File: src/rtl/debug_link_pkg.sv
// Shared constants and frame-FSM state type for the CPU debug link.
package debug_link_pkg;

  localparam logic [7:0]  SYNC_BYTE_DEFAULT = 8'hA5;
  localparam int unsigned FRAME_BYTES       = 9;
  localparam int unsigned BITS_PER_BYTE     = 10;

  typedef enum logic [1:0] {
    IDLE,
    SEND,
    DONE
  } frame_state_t;

endpackage

File: src/rtl/uart_tx_byte.sv
// 8N1 byte serialiser: owns baud counter, bit counter, shift register and the tx line.
module uart_tx_byte
  import debug_link_pkg::*;
#(
  parameter int unsigned CLKS_PER_BIT = 434
) (
  input  logic       clk,
  input  logic       nreset,
  input  logic       load,
  input  logic [7:0] data,
  output logic       ready,
  output logic       done,
  output logic       tx
);

  localparam int unsigned    BAUD_W    = (CLKS_PER_BIT > 1) ? $clog2(CLKS_PER_BIT) : 1;
  localparam logic [BAUD_W-1:0] BAUD_LAST = BAUD_W'(CLKS_PER_BIT - 1);
  localparam logic [3:0]     BIT_LAST  = 4'(BITS_PER_BYTE - 1);

  logic              active;
  logic [BAUD_W-1:0] baud_cnt;
  logic [3:0]        bit_cnt;
  logic [8:0]        shreg;

  // done marks the last cycle of the stop bit, so a following byte can be
  // loaded on that same edge with no idle gap between bytes.
  assign done  = active && (bit_cnt == BIT_LAST) && (baud_cnt == BAUD_LAST);
  assign ready = !active || done;

  always_ff @(posedge clk or negedge nreset) begin
    if (!nreset) begin
      active   <= 1'b0;
      baud_cnt <= '0;
      bit_cnt  <= '0;
      shreg    <= '0;
      tx       <= 1'b1;
    end else if (load && ready) begin
      active   <= 1'b1;
      baud_cnt <= '0;
      bit_cnt  <= '0;
      shreg    <= {1'b1, data};
      tx       <= 1'b0;
    end else if (active) begin
      if (baud_cnt == BAUD_LAST) begin
        baud_cnt <= '0;
        if (bit_cnt == BIT_LAST) begin
          active  <= 1'b0;
          bit_cnt <= '0;
          tx      <= 1'b1;
        end else begin
          bit_cnt <= bit_cnt + 4'd1;
          tx      <= shreg[0];
          shreg   <= {1'b1, shreg[8:1]};
        end
      end else begin
        baud_cnt <= baud_cnt + 1'b1;
      end
    end
  end

endmodule

File: src/rtl/debug_uart_tx.sv
// Snapshots the seven debug ports on request and sends sync, port1..7, checksum as 8N1 UART.
module debug_uart_tx
  import debug_link_pkg::*;
#(
  parameter int unsigned CLKS_PER_BIT = 434,
  parameter logic [7:0]  SYNC_BYTE    = SYNC_BYTE_DEFAULT
) (
  input  logic       clk,
  input  logic       nreset,
  input  logic       start,
  input  logic [7:0] port1,
  input  logic [7:0] port2,
  input  logic [7:0] port3,
  input  logic [7:0] port4,
  input  logic [7:0] port5,
  input  logic [7:0] port6,
  input  logic [7:0] port7,
  output logic       tx,
  output logic       busy,
  output logic       frame_done,
  output logic       overrun
);

  localparam logic [3:0] LAST_IDX = 4'(FRAME_BYTES - 1);

  frame_state_t state;
  logic [3:0]   byte_idx;
  logic [3:0]   next_idx;
  logic [7:0]   snap [7];
  logic [7:0]   csum;
  logic [7:0]   port_sum;
  logic [7:0]   load_data;
  logic         accept;
  logic         byte_load;
  logic         byte_ready;
  logic         byte_done;

  assign accept   = start && !busy;
  assign port_sum = port1 + port2 + port3 + port4 + port5 + port6 + port7;
  assign next_idx = byte_idx + 4'd1;
  assign byte_load = byte_ready &&
                     (accept || ((state == SEND) && byte_done && (byte_idx != LAST_IDX)));

  // Byte 0 is loaded on the accept edge itself, before the snapshot registers settle.
  always_comb begin
    load_data = SYNC_BYTE;
    if (!accept) begin
      unique case (next_idx)
        4'd1:    load_data = snap[0];
        4'd2:    load_data = snap[1];
        4'd3:    load_data = snap[2];
        4'd4:    load_data = snap[3];
        4'd5:    load_data = snap[4];
        4'd6:    load_data = snap[5];
        4'd7:    load_data = snap[6];
        4'd8:    load_data = csum;
        default: load_data = SYNC_BYTE;
      endcase
    end
  end

  always_ff @(posedge clk or negedge nreset) begin
    if (!nreset) begin
      state      <= IDLE;
      busy       <= 1'b0;
      frame_done <= 1'b0;
      overrun    <= 1'b0;
      byte_idx   <= '0;
      csum       <= '0;
      snap       <= '{default: '0};
    end else begin
      frame_done <= 1'b0;
      if (accept) begin
        state    <= SEND;
        busy     <= 1'b1;
        overrun  <= 1'b0;
        byte_idx <= '0;
        csum     <= port_sum;
        snap     <= '{port1, port2, port3, port4, port5, port6, port7};
      end else begin
        if (start) overrun <= 1'b1;
        unique case (state)
          SEND: begin
            if (byte_done) begin
              if (byte_idx == LAST_IDX) begin
                state      <= DONE;
                busy       <= 1'b0;
                frame_done <= 1'b1;
              end else begin
                byte_idx <= next_idx;
              end
            end
          end
          DONE:    state <= IDLE;
          default: state <= IDLE;
        endcase
      end
    end
  end

  uart_tx_byte #(
    .CLKS_PER_BIT(CLKS_PER_BIT)
  ) u_byte (
    .clk   (clk),
    .nreset(nreset),
    .load  (byte_load),
    .data  (load_data),
    .ready (byte_ready),
    .done  (byte_done),
    .tx    (tx)
  );

endmodule

File: config.mk
export PLATFORM = sky130hd
export DESIGN_NAME = debug_uart_tx
export DESIGN_NICKNAME = d
export VERILOG_FILES = /design/src/rtl/debug_link_pkg.sv /design/src/rtl/uart_tx_byte.sv /design/src/rtl/debug_uart_tx.sv
export SDC_FILE = /design/constraint.sdc
export NUM_CORES = 1
export LEC_CHECK = 0
export ABC_AREA = 1
export CAP_MARGIN = 20
export CORE_MARGIN = 2
export CORE_UTILIZATION = 52
export DETAILED_ROUTE_END_ITERATION = 10
export PLACE_DENSITY = 0.83
export SYNTH_ARGS = -nofsm -noshare
export SYNTH_HDL_FRONTEND = slang
export SYNTH_SLANG_ARGS = --single-unit
File: constraint.sdc
create_clock -name clk -period 1.8 [get_ports clk]
set_input_delay 0.18 -clock clk [delete_from_list [all_inputs] [get_ports clk]]
set_output_delay 0.18 -clock clk [all_outputs]
set_load 0.02 [all_outputs]
## Word-level counts from Yosys, hierarchy flattened

Cells that the tools add are included.

| word-level totals | value |
|---|---|
| register bits | 97 |
| latch bits | 0 |
| RAM bits | 0 |
| ROM bits | 0 |
| output and inout bits | 4 |
| word-level logic and storage cells | 105 |
| memories | 0 |

| operators by class | value |
|---|---|
| $add $sub $neg | 9 |
| multiply operators | 0 |
| divide/modulo/power cells | 0 |
| order comparisons | 0 |
| eq/ne operators | 17 |
| shifts and indexed selects | 0 |
| mux-type cells | 39 |
| bitwise logic cells | 0 |
| reduce and logical (&&, ||, !) cells | 22 |

Operator list:

| kind | count |
|---|---|
| $pmux W8 S8 | 1 |
| $mux W9 | 7 |
| $add A8 B8 Y8 | 6 |
| $mux W4 | 8 |
| $mux W1 | 18 |
| $eq A4 B3 Y1 const B | 4 |
| $eq A4 B4 Y1 const B | 3 |
| $reduce_bool A2 Y1 | 6 |
| $add A9 B1 Y9 const B | 1 |
| $eq A9 B9 Y1 const B | 1 |
| $reduce_and A3 Y1 | 3 |
| $add A4 B1 Y4 const B | 2 |
| $eq A4 B2 Y1 const B | 2 |
| $mux W2 | 4 |
| $mux W8 | 1 |
| $logic_and A1 B1 Y1 | 7 |
| $eq A4 B1 Y1 const B | 1 |
| $ne A2 B2 Y1 const B | 2 |
| $ne A4 B4 Y1 const B | 1 |
| $reduce_and A2 Y1 | 2 |
| $ne A3 B2 Y1 const B | 1 |
| $ne A3 B3 Y1 const B | 1 |
| $eq A2 B1 Y1 const B | 1 |
| $logic_not A1 Y1 | 2 |
| $logic_or A1 B1 Y1 | 2 |

## Longest topological paths before layout

Gate-level depths: netlist of the first run.

| depth | value |
|---|---|
| word-level depth | 10 |
| gate-level depth with buffers | 20 |
| gate-level depth less buffers | 20 |

## Cells and area by module

Synthesis of the first run repeated with hierarchy kept, for this count alone.

| second synthesis, totals | value |
|---|---|
| cells, all modules | 784 |
| area, all modules | 6108.4 um^2 |

By module, submodules not included:

| module | instances | cells an instance | area an instance (um^2) | sequential area each (um^2) |
|---|---|---|---|---|
| debug_uart_tx | 1 | 608 | 4708.3 | 1826.8 |
| uart_tx_byte | 1 | 176 | 1400.1 | 601.8 |

## Worst setup path before layout of the first run

OpenSTA, ideal clock, no wires.

| path | value |
|---|---|
| path kind | input port to flip-flop |
| start point | input port port1[2] |
| end point | register csum[7] |
| arrival | 3.519 ns |
| data required time | 1.735 ns |
| slack | -1.784 ns |
| stages on the path | 18 |
| path buffers | 0 |
| cell sequence | inv_1 > fa_1 > inv_1 > fa_1 > fa_1 > inv_1 > fa_1 > inv_1 > fa_1 > nand3_1 > nand3_1 > nand2_1 > nand2_1 > a21oi_1 > inv_1 > nand3_1 > nand3_1 > nand2_1 |

| on the way | value |
|---|---|
| word-level cells in the longest chain between the ends | 6 |

RTL lines:

| what | RTL line | RTL |
|---|---|---|
| start: declaration | debug_uart_tx.sv:11 | `input logic [7:0] port1,` |
| $add A8 B8 Y8 (6 in series) | debug_uart_tx.sv:39 | `assign port_sum = port1 + port2 + port3 + port4 + port5 + port6 + port7;` |
| end signal: assignment | debug_uart_tx.sv:78 | `csum <= port_sum;` |
| end: declaration | debug_uart_tx.sv:30 | `logic [7:0] csum;` |

Every way passes these cells.
A chain may end at the register's enable or synchronous reset.

## Worst setup path in the final report of the first run

| path | value |
|---|---|
| start point | input port port6[3] |
| end point | register csum[6] |

| on the way | value |
|---|---|
| word-level cells in the longest chain between the ends | 2 |

RTL lines:

| what | RTL line | RTL |
|---|---|---|
| start: declaration | debug_uart_tx.sv:16 | `input logic [7:0] port6,` |
| $add A8 B8 Y8 (2 in series) | debug_uart_tx.sv:39 |  |

Every way passes these cells.

==> results of run 1 <==
==> critical path, cell delays in order <==
cell	delay (ns)
buf_6	0.10
fa_1	0.54
inv_2	0.05
fa_1	0.53
fa_1	0.55
inv_2	0.04
fa_1	0.60
ha_4	0.25
a21oi_2	0.18
nand2_2	0.08
nand2_2	0.08
nand2_2	0.06
a21oi_2	0.17
xor2_1	0.21
o21ai_1	0.09
==> kinds of logic (layout without fill, tap and decap cells) <==
kind of cell	count (synthesis)	after routing	share of synthesized area [%]
and+or+nand+nor	444	447	31.69
adders and majority gates	51	51	14.35
DFF	97	97	39.69
AOI/OAI and AO/OA	51	51	4.416
xor gates and xnor gates	11	11	1.574
buffers and inverters	131	271	8.280
==> final timing paths <==
path | start | endpoint | slack [ns]
worst min register to register | snap[38] | snap[38] | 0.48
worst max register to register | byte_idx[1] | u_byte.shreg[2] | -0.07
worst min-delay path | port6[1] | snap[9] | 0.03
min in group asynchronous | nreset | u_byte.baud_cnt[2] | 0.35
worst max-delay path | port6[3] | csum[6] | -1.68
max in group asynchronous | nreset | snap[27] | 0.80
==> layer usage <==
layer	part of all wire (%)	vias to the layer above	track usage [%]
met3	5.3	88	4.320
li1	-	2725	-
met2	50	256	43.98
met4	5.1	0	11.95
met1	40	2760	35.09
met5	0	-	0
==> power by group through the flow <==
stage / clock, mW / sequential (mW) / combinational (mW)
floorplan: 0 / 2.57 / 1.77
global placement: 0 / 2.61 / 2.46
detailed placement: 0 / 2.61 / 2.56
CTS: 2.24 / 2.58 / 2.98
global route: 2.34 / 2.62 / 4.03
finish: 2.25 / 2.61 / 3.73
==> area by class of cell <==
type                       count  area share [%]
timing repair buffer         149           15.53
multi-input combinational    560           44.40
clock inverter                 5           1.221
sequential                    97           28.92
inverter                     106           4.912
tap                          143           2.129
clock buffer                  11           2.888
==> stage by stage <==
stage                     area [sq um]  hold WS, ns  utilization, %  std cells
after CTS                         7866      0.03137           68.60       1054
after detailed placement          7377       0.2071           64.33       1030
after global placement            7377       0.2013           64.33       1030
after floorplan                   6176      -0.1156               -        785
after global routing              8406      0.03572           73.30       1071
final                             8406      0.02636           73.30       1071
==> sequential cells by signal (all words and copies together) (netlist names), 2 cells and up <==
name and count:
u_byte.shreg 9, u_byte.bit_cnt 4, csum 8, snap 56
u_byte.baud_cnt 9, byte_idx 4, state 2
==> cell usage in the layout (no fill, tap or decap), types with 4 or more instances in the layout <==
cell type,instances
dlygate4sd2_1,9
dfrtp_1,94
nor2_4,7
nor2_2,15
buf_2,10
nand3_4,5
clkbuf_2,6
o21ai_2,6
nand4_1,34
inv_2,37
buf_6,16
nand3_2,10
nor2_1,31
clkbuf_16,9
buf_12,4
xor2_1,9
ha_1,7
clkdlybuf4s50_1,24
fa_2,6
inv_1,65
dlymetal6s2s_1,4
a21oi_1,5
nand2_2,17
buf_4,72
o21ai_1,7
o21ai_0,20
nand2_1,275
fa_1,26
nand2_4,13
ha_4,11
nand3_1,27
a21oi_2,7
==> what timing repair did <==
action                                  4_1_cts  5_1_grt
pin swaps                                    46       76
hold buffers                                  1        0
resized for setup                           125      148
gates cloned                                  1        2
endpoints found under the setup margin       21       30
buffers inserted                              9       16
hold endpoints to repair                     38        0
==> impl_metrics.tcl, run 1 <==
set metrics [dict create \
    status "complete, but fails checks" \
    violations "negative setup slack" \
    slew_viol_final 0 \
    yosysWarnings 0 \
    p_total_mw 8.590 \
    pwr-share-clk_pct 26.2 \
    post_drt_via_cell_ratio 5.443 \
    cts_tree "yes" \
    grt_pass1_wl_um 26690 \
    worst_ep_arrival_time_ns 3.72 \
    yosysTopAreaCell "dfrtp_1" \
    final_hold_viol_count 0 \
    reg2reg_depth 13 \
    root_buffer "clkbuf_16" \
    p_per_area_nw_per_um2 1022 \
    tightest_slew_ns 0.5515 \
    worstSetupPathType "input port to register" \
    synth_area_leaders "dfrtp_1 (39%), nand2_1 (18%), fa_1 (10%)" \
    cts_max_path_buffers 2 \
    grt_antenna_before_repair 0 \
    ys_seq_area_share_pct 39.69 \
    cts_sinks 97 \
    core_sq_um 11470 \
    multi_input_area_sq_um 3732 \
    synth-seq-cells 97 \
    final_antenna_net_count 0 \
    post-place-ws_ns -2.312 \
    finalSetupViolations 15 \
    die_y_um 112.5 \
    path_max_fanout 5 \
    placementRows 39 \
    seqPwrFrac_pct 30.3 \
    tns_ns -8.973 \
    overflow 0 \
    numCtsBuffers 9 \
    port_buffers 62 \
    htreeDepth 3 \
    fin_nets 1033 \
    holdPathStages 3 \
    worst_slack_ns -1.682 \
    maxSlewHeadroom_pct 62.89 \
    power_frac_comb_pct 43.5 \
    register_area_sq_um 2431 \
    diodes 0 \
    ys_types 33 \
    netSwitchingFraction_pct 35.96 \
    synth.most_common_cell "nand2_1" \
    syn_area_sq_um 6120 \
    clkLatencyLatePin_ns 0.36 \
    crit_required_ns 2.03 \
    dr_total_vias 5829 \
    synth_flop_cell "dfrtp_1" \
    grt_pass1_vias 5596 \
    synth_top_cell_area_share_pct 39.26 \
    drive_gt1_share_pct 29.96 \
    clock.fmax_mhz 287.2 \
    cp-end-kind "register" \
    synth_common_cells "nand2_1 (298), inv_1 (100), dfrtp_1 (96), nor2_1 (47), nand3_1 (38)" \
    cellLeakagePower_nw 4.407 \
    fill_cells 775 \
    peakVddDrop_v 0.0006837 \
    finalCriticalPeriod_ns 3.482 \
    ys_async_sr_fraction_pct 100.0 \
    fin_skew_ns 0.01060 \
    drv_cap 0 \
    die_area_sq_um 12650 \
    grt_start_max_net_pins 86 \
    avgSynthCellArea_sq_um 7.796 \
    syn_nets 895 \
    totalWireLength_um 17660 \
    floorplan.initialDensity_pct 53.37 \
    drc 0 \
    rsz0062_at_grt "true" \
    start_kind "input port" \
    synthCells 785 \
    dp_hpwl_um 11270 \
    initialDrtViolationCount 526 \
    p_int_mw 5.501 \
    firstDrtPassIters 6 \
    hold_path.class "input port to register" \
    synth-edff-count 0 \
    io_pins 63 \
    min_period_over_period_pct 193.4 \
    groute.usage.overall_pct 26.70 \
    syn2layout_area_growth_pct 37.35 \
    clk_pin_slew_worst_paths_ns 0.07 \
    die_x_um 112.5 \
    routedWlPerCell_um 16.49 \
    place_congestion 0.8740 \
    power.switching_mw 3.089 \
]
Power figures use the tool's default switching activity.
==> run 2, diff against run 1 <==
Settings changed: CORE_MARGIN 2 to 5, CORE_UTILIZATION 52 to 58, PLACE_DENSITY 0.83 to 0.87.
Clock period 1.8 ns to 3.67 ns, I/O delays scaled along.
==> run 2 against run 1 <==
- the run now ends clean
- core utilization fell by 2.2 points
- wire length is 9.5% lower
- sequential cell count is the same
- count of clock-buffer cells in the layout fell by 2
- critical path depth unchanged
- worst setup slack better by 1.7 ns
- sequential power is 51% lower
- hold slack gained 0.21 ns
- clock skew rose by 0.0012 ns
- clock power decreased by 65%
- global-route usage is 1.6 points lower
- via count down 5.5%
- critical path type unchanged
- largest power group unchanged
==> impl_metrics.tcl, run 2 (same netlist as run 1, synthesis figures left out) <==
set metrics [dict create \
    grt_antenna_before_repair 0 \
    die_area_sq_um 12710 \
    firstDrtPassIters 6 \
    netSwitchingFraction_pct 36.97 \
    grt_util_met3_pct 3.743 \
    io_pins 63 \
    cp-end-kind "register" \
    totalWireLength_um 15990 \
    p_int_mw 2.325 \
    numCtsBuffers 9 \
    dr_total_vias 5509 \
    post_drt_via_cell_ratio 5.493 \
    p_per_area_nw_per_um2 502.4 \
    port_buffers 62 \
    floorplan.initialDensity_pct 59.28 \
    start_kind "input port" \
    maxSlewHeadroom_pct 43.29 \
    hold_path.class "input port to register" \
    fin_skew_ns 0.01184 \
    fin_nets 973 \
    largest_reg_flops 56 \
    reg_top3 "snap (56), u_byte.baud_cnt (9), u_byte.shreg (9)" \
    die_x_um 112.7 \
    clkLatencyLatePin_ns 0.38 \
    cts_sinks 97 \
    cts_tree "yes" \
    htreeDepth 3 \
    register_area_sq_um 2429 \
    status "finished clean" \
    clock.fmax_mhz 275.7 \
    worstSetupPathType "input port to register" \
    die_y_um 112.7 \
    path_max_fanout 4 \
    drv_cap 0 \
    syn2layout_area_growth_pct 19.96 \
    use_met2_pct 42.26 \
    finalSetupViolations 0 \
    slew_viol_final 0 \
    fin_hold_ws_ns 0.2338 \
    multi_input_area_sq_um 3318 \
    seqPwrFrac_pct 34.4 \
    drc 0 \
    busiest_layer "met2" \
    final_hold_viol_count 0 \
    overflow 0 \
    core_sq_um 10320 \
    power.switching_mw 1.363 \
    pwr-share-clk_pct 21.4 \
    finalCriticalPeriod_ns 3.628 \
    groute.usage.overall_pct 25.07 \
    place_congestion 0.9062 \
    initialDrtViolationCount 568 \
    placementRows 37 \
    drive_gt1_share_pct 14.30 \
    routedWlPerCell_um 15.95 \
    dp_hpwl_um 10870 \
    reg2reg_from "byte_idx[0]" \
    root_buffer "clkbuf_8" \
    grt_pass1_vias 5461 \
    min_from "port3[3]" \
    diodes 0 \
    layout_commonest_cell "nand2_1" \
    startpoint "port4[3]" \
    fill_cells 754 \
    power_frac_comb_pct 44.3 \
    final_antenna_net_count 0 \
    cts_max_path_buffers 2 \
    peakVddDrop_v 0.0003200 \
    tns_ns 0 \
    tightest_slew_ns 0.8507 \
    final_cell_mix "nand2_1 (294), dfrtp_1 (96), inv_1 (81)" \
    min_period_over_period_pct 98.84 \
    regMostFlops "snap" \
    grt_start_max_net_pins 88 \
    crit_required_ns 3.90 \
    cellLeakagePower_nw 4.006 \
    worst_ep_arrival_time_ns 3.86 \
    clk_pin_slew_worst_paths_ns 0.10 \
    use_met1_pct 31.58 \
    grt_pass1_wl_um 25520 \
]
==> run 2: path summary, 6_finish.rpt <==
check | slack [ns] | end | cells after the start
max | 0.04 | csum[6] | 15
min | 0.23 | snap[35] | 3
max reg2reg | 1.13 | u_byte.shreg[5] | 13
min reg2reg | 0.46 | u_byte.shreg[8] | 2
max in group asynchronous | 2.36 | snap[7] | 3
min in group asynchronous | 0.51 | state[1] | 2
==> run 2: routing by layer <==
layer	routed length, um	vias up
met5	0	-
met4	716	0
met3	1138	55
met2	7915	261
met1	6223	2606
li1	-	2587
==> run 2: power by group through the flow <==
stage / sequential, mW / combinational, mW / clock (mW)
3_5_place_dp: 1.28 / 1.14 / 0
4_1_cts: 1.26 / 1.34 / 0.780
2_1_floorplan: 1.26 / 0.778 / 0
3_3_place_gp: 1.28 / 1.09 / 0
5_1_grt: 1.28 / 1.79 / 0.820
6_report: 1.27 / 1.63 / 0.788
==> run 2: through the flow <==
| stage | utilization, % | cells | instance area, sq um | setup WS (ns) | total power, mW |
|---|---|---|---|---|---|
| 2_1_floorplan | - | 785 | 6126 | 0.03070 | 2.037 |
| 3_3_place_gp | 67.45 | 979 | 6963 | -0.5492 | 2.371 |
| 3_5_place_dp | 67.45 | 979 | 6963 | -0.6568 | 2.420 |
| 4_1_cts | 70.33 | 998 | 7261 | 0.001206 | 3.386 |
| 5_1_grt | 71.11 | 1003 | 7341 | -0.05078 | 3.882 |
| 6_report | 71.11 | 1003 | 7341 | 0.04244 | 3.688 |
==> run 2: final cells by class <==
cell class              count  area share (%)
well taps                 136           2.318
clock buffers               9           1.687
inverters                 106           5.420
multi-input cells         557           45.20
flip-flops and latches     97           33.08
clock inverters             6           1.244
repair buffers             92           11.04
==> run 2: critical path, stage by stage <==
cell           delay [ns]
dlygate4sd2_1        0.27
fa_1                 0.52
inv_2                0.07
fa_1                 0.49
fa_1                 0.52
inv_1                0.05
fa_1                 0.55
ha_4                 0.23
a21oi_2              0.13
nand2_1              0.08
nand2_1              0.11
nand2_2              0.07
a21oi_2              0.16
xor2_1               0.15
o21ai_1              0.08
==> run 2: repair_timing <==
item	CTS	global route
buffers inserted	3	5
resized for setup	42	45
hold buffers	1	0
pin swaps	25	33
endpoints found under the setup margin	3	2
hold endpoints to repair	13	0
==> run 3, diff against run 2 <==
Settings changed: GPL_TIMING_DRIVEN set to 0.
==> run 3 against run 2 <==
- the run now ends with negative hold slack left
- final cell count grew 0.50%
- non-clock buffer count grew 4
- sequential share of layout area grew 0.43 points
- critical path type unchanged
- hold slack lost 0.24 ns
- via count shrank 0.78%
- worst setup slack gained 0.040 ns
- clock skew shrank 0.0032 ns
- final area shrank 1.3%
==> impl_metrics.tcl, run 3 (same netlist as run 1, synthesis figures left out) <==
set metrics [dict create \
    grt_antenna_before_repair 0 \
    clkLatencyLatePin_ns 0.37 \
    htreeDepth 3 \
    fin_skew_ns 0.008648 \
    firstDrtPassIters 6 \
    core_sq_um 10320 \
    fin_nets 977 \
    groute.usage.overall_pct 25.61 \
    port_buffers 62 \
    p_total_mw 3.388 \
    diodes 0 \
    die_y_um 112.7 \
    root_buffer "clkbuf_8" \
    path_max_fanout 2 \
    syn2layout_area_growth_pct 18.40 \
    cts_tree "yes" \
    totalWireLength_um 15960 \
    grt_pass1_wl_um 25980 \
    dp_hpwl_um 12200 \
    regMostFlops "snap" \
    violations "negative hold slack" \
    place_congestion 0.9680 \
    drv_cap 0 \
    final_hold_viol_count 1 \
    overflow 0 \
    io_pins 63 \
    cts_hold_buf 0 \
    clock.fmax_mhz 278.7 \
    numCtsBuffers 9 \
    cellLeakagePower_nw 3.902 \
    finalSetupViolations 0 \
    reg_top3 "snap (56), u_byte.baud_cnt (9), u_byte.shreg (9)" \
    hold_path.class "input port to async pin" \
    worstSetupPathType "input port to register" \
    crit_required_ns 3.98 \
    dr_total_vias 5466 \
    finalCriticalPeriod_ns 3.588 \
    cts_max_path_buffers 2 \
    cts_sinks 97 \
    cp-end-kind "register" \
    start_kind "input port" \
    die_area_sq_um 12710 \
    largest_reg_flops 56 \
    initialDrtViolationCount 589 \
    min_period_over_period_pct 97.76 \
    final_cell_mix "nand2_1 (295), dfrtp_1 (96), inv_1 (82)" \
    layout_commonest_cell "nand2_1" \
    p_per_area_nw_per_um2 467.6 \
    clk_pin_slew_worst_paths_ns 0.10 \
    status "complete, but fails checks" \
    worst_ep_arrival_time_ns 3.90 \
    die_x_um 112.7 \
    floorplan.initialDensity_pct 59.28 \
    maxSlewHeadroom_pct 56.01 \
    grt_pass1_vias 5489 \
    grt_start_max_net_pins 52 \
    final_antenna_net_count 0 \
    post_drt_via_cell_ratio 5.423 \
    slew_viol_final 0 \
    peakVddDrop_v 0.0002799 \
    routedWlPerCell_um 15.83 \
    drive_gt1_share_pct 13.07 \
    drc 0 \
    tightest_slew_ns 0.6599 \
    placementRows 37 \
    fin_hold_ws_ns -0.002794 \
    rsz0062_at_grt "true" \
]
-- run 3: per-layer routing --
metal / routed length (um) / vias up / GRT usage [%] / part of all wire, %
met5: 0 / - / 0 / 0
met2: 7962 / 243 / 44.75 / 50
met3: 1023 / 66 / 4.439 / 6.4
li1: - / 2600 / - / -
met4: 709 / 0 / 10.90 / 4.4
met1: 6262 / 2557 / 31.21 / 39
-- run 3: worst max-delay path: stages --
cell and delay (ns):
dlygate4sd2_1 0.27, fa_1 0.59, inv_2 0.05, fa_1 0.48
fa_2 0.53, inv_1 0.06, ha_4 0.22, ha_4 0.17
fa_2 0.41, nand3_2 0.08, nand3_2 0.11, nand2_2 0.10
nand2_2 0.06, a21oi_2 0.15, inv_1 0.07, nand3_2 0.06
nand3_2 0.06, nand2_1 0.07
-- run 3: per-stage QoR --
stage | setup TNS (ns) | setup slack (ns) | instances | instance area (sq um) | util [%]
finish | 0 | 0.08233 | 1008 | 7246 | 70.19
global route | -0.01055 | -0.01055 | 1008 | 7246 | 70.19
detailed placement | -2.846 | -0.7575 | 984 | 6942 | 67.24
CTS | 0 | 0.002114 | 1004 | 7222 | 69.96
global placement | -129.55 | -1.325 | 983 | 6917 | 67.00
floorplan | 0 | 0.03070 | 785 | 6126 | -
-- run 3: cell type report --
cell class / count / area (sq um)
multi-input combinational: 557 / 3313
timing repair buffer: 71 / 639.4
sequential: 97 / 2429
clock buffer: 9 / 123.9
inverter: 106 / 397.9
buffer: 25 / 108.9
fill: 813 / 3078
tap: 136 / 170.2
clock inverter: 7 / 63.81
-- run 3: final timing paths --
| check | startpoint | slack, ns | endpoint | cells after the start |
|---|---|---|---|---|
| worst max-delay path | port5[1] | 0.08 | csum[7] | 18 |
| worst min-delay path | nreset | -0.003 | u_byte.baud_cnt[2] | 1 |
| worst max register to register | byte_idx[0] | 1.40 | u_byte.shreg[7] | 13 |
| worst min register to register | u_byte.shreg[8] | 0.47 | u_byte.shreg[8] | 2 |
| max in group asynchronous | nreset | 3.00 | csum[6] | 2 |
| min in group clk | port2[4] | 0.23 | snap[44] | 3 |
-- run 3: what timing repair did --
item | 4_1_cts | 5_1_grt
resized for setup | 52 | 40
buffers inserted | 4 | 4
endpoints found under the setup margin | 4 | 2
pin swaps | 27 | 32
-- run 3: power by group --
group	switching [mW]	internal, mW
Combinational	0.820	0.625
Clock	0.414	0.261
Sequential	0.0822	1.19
Total	1.32	2.07
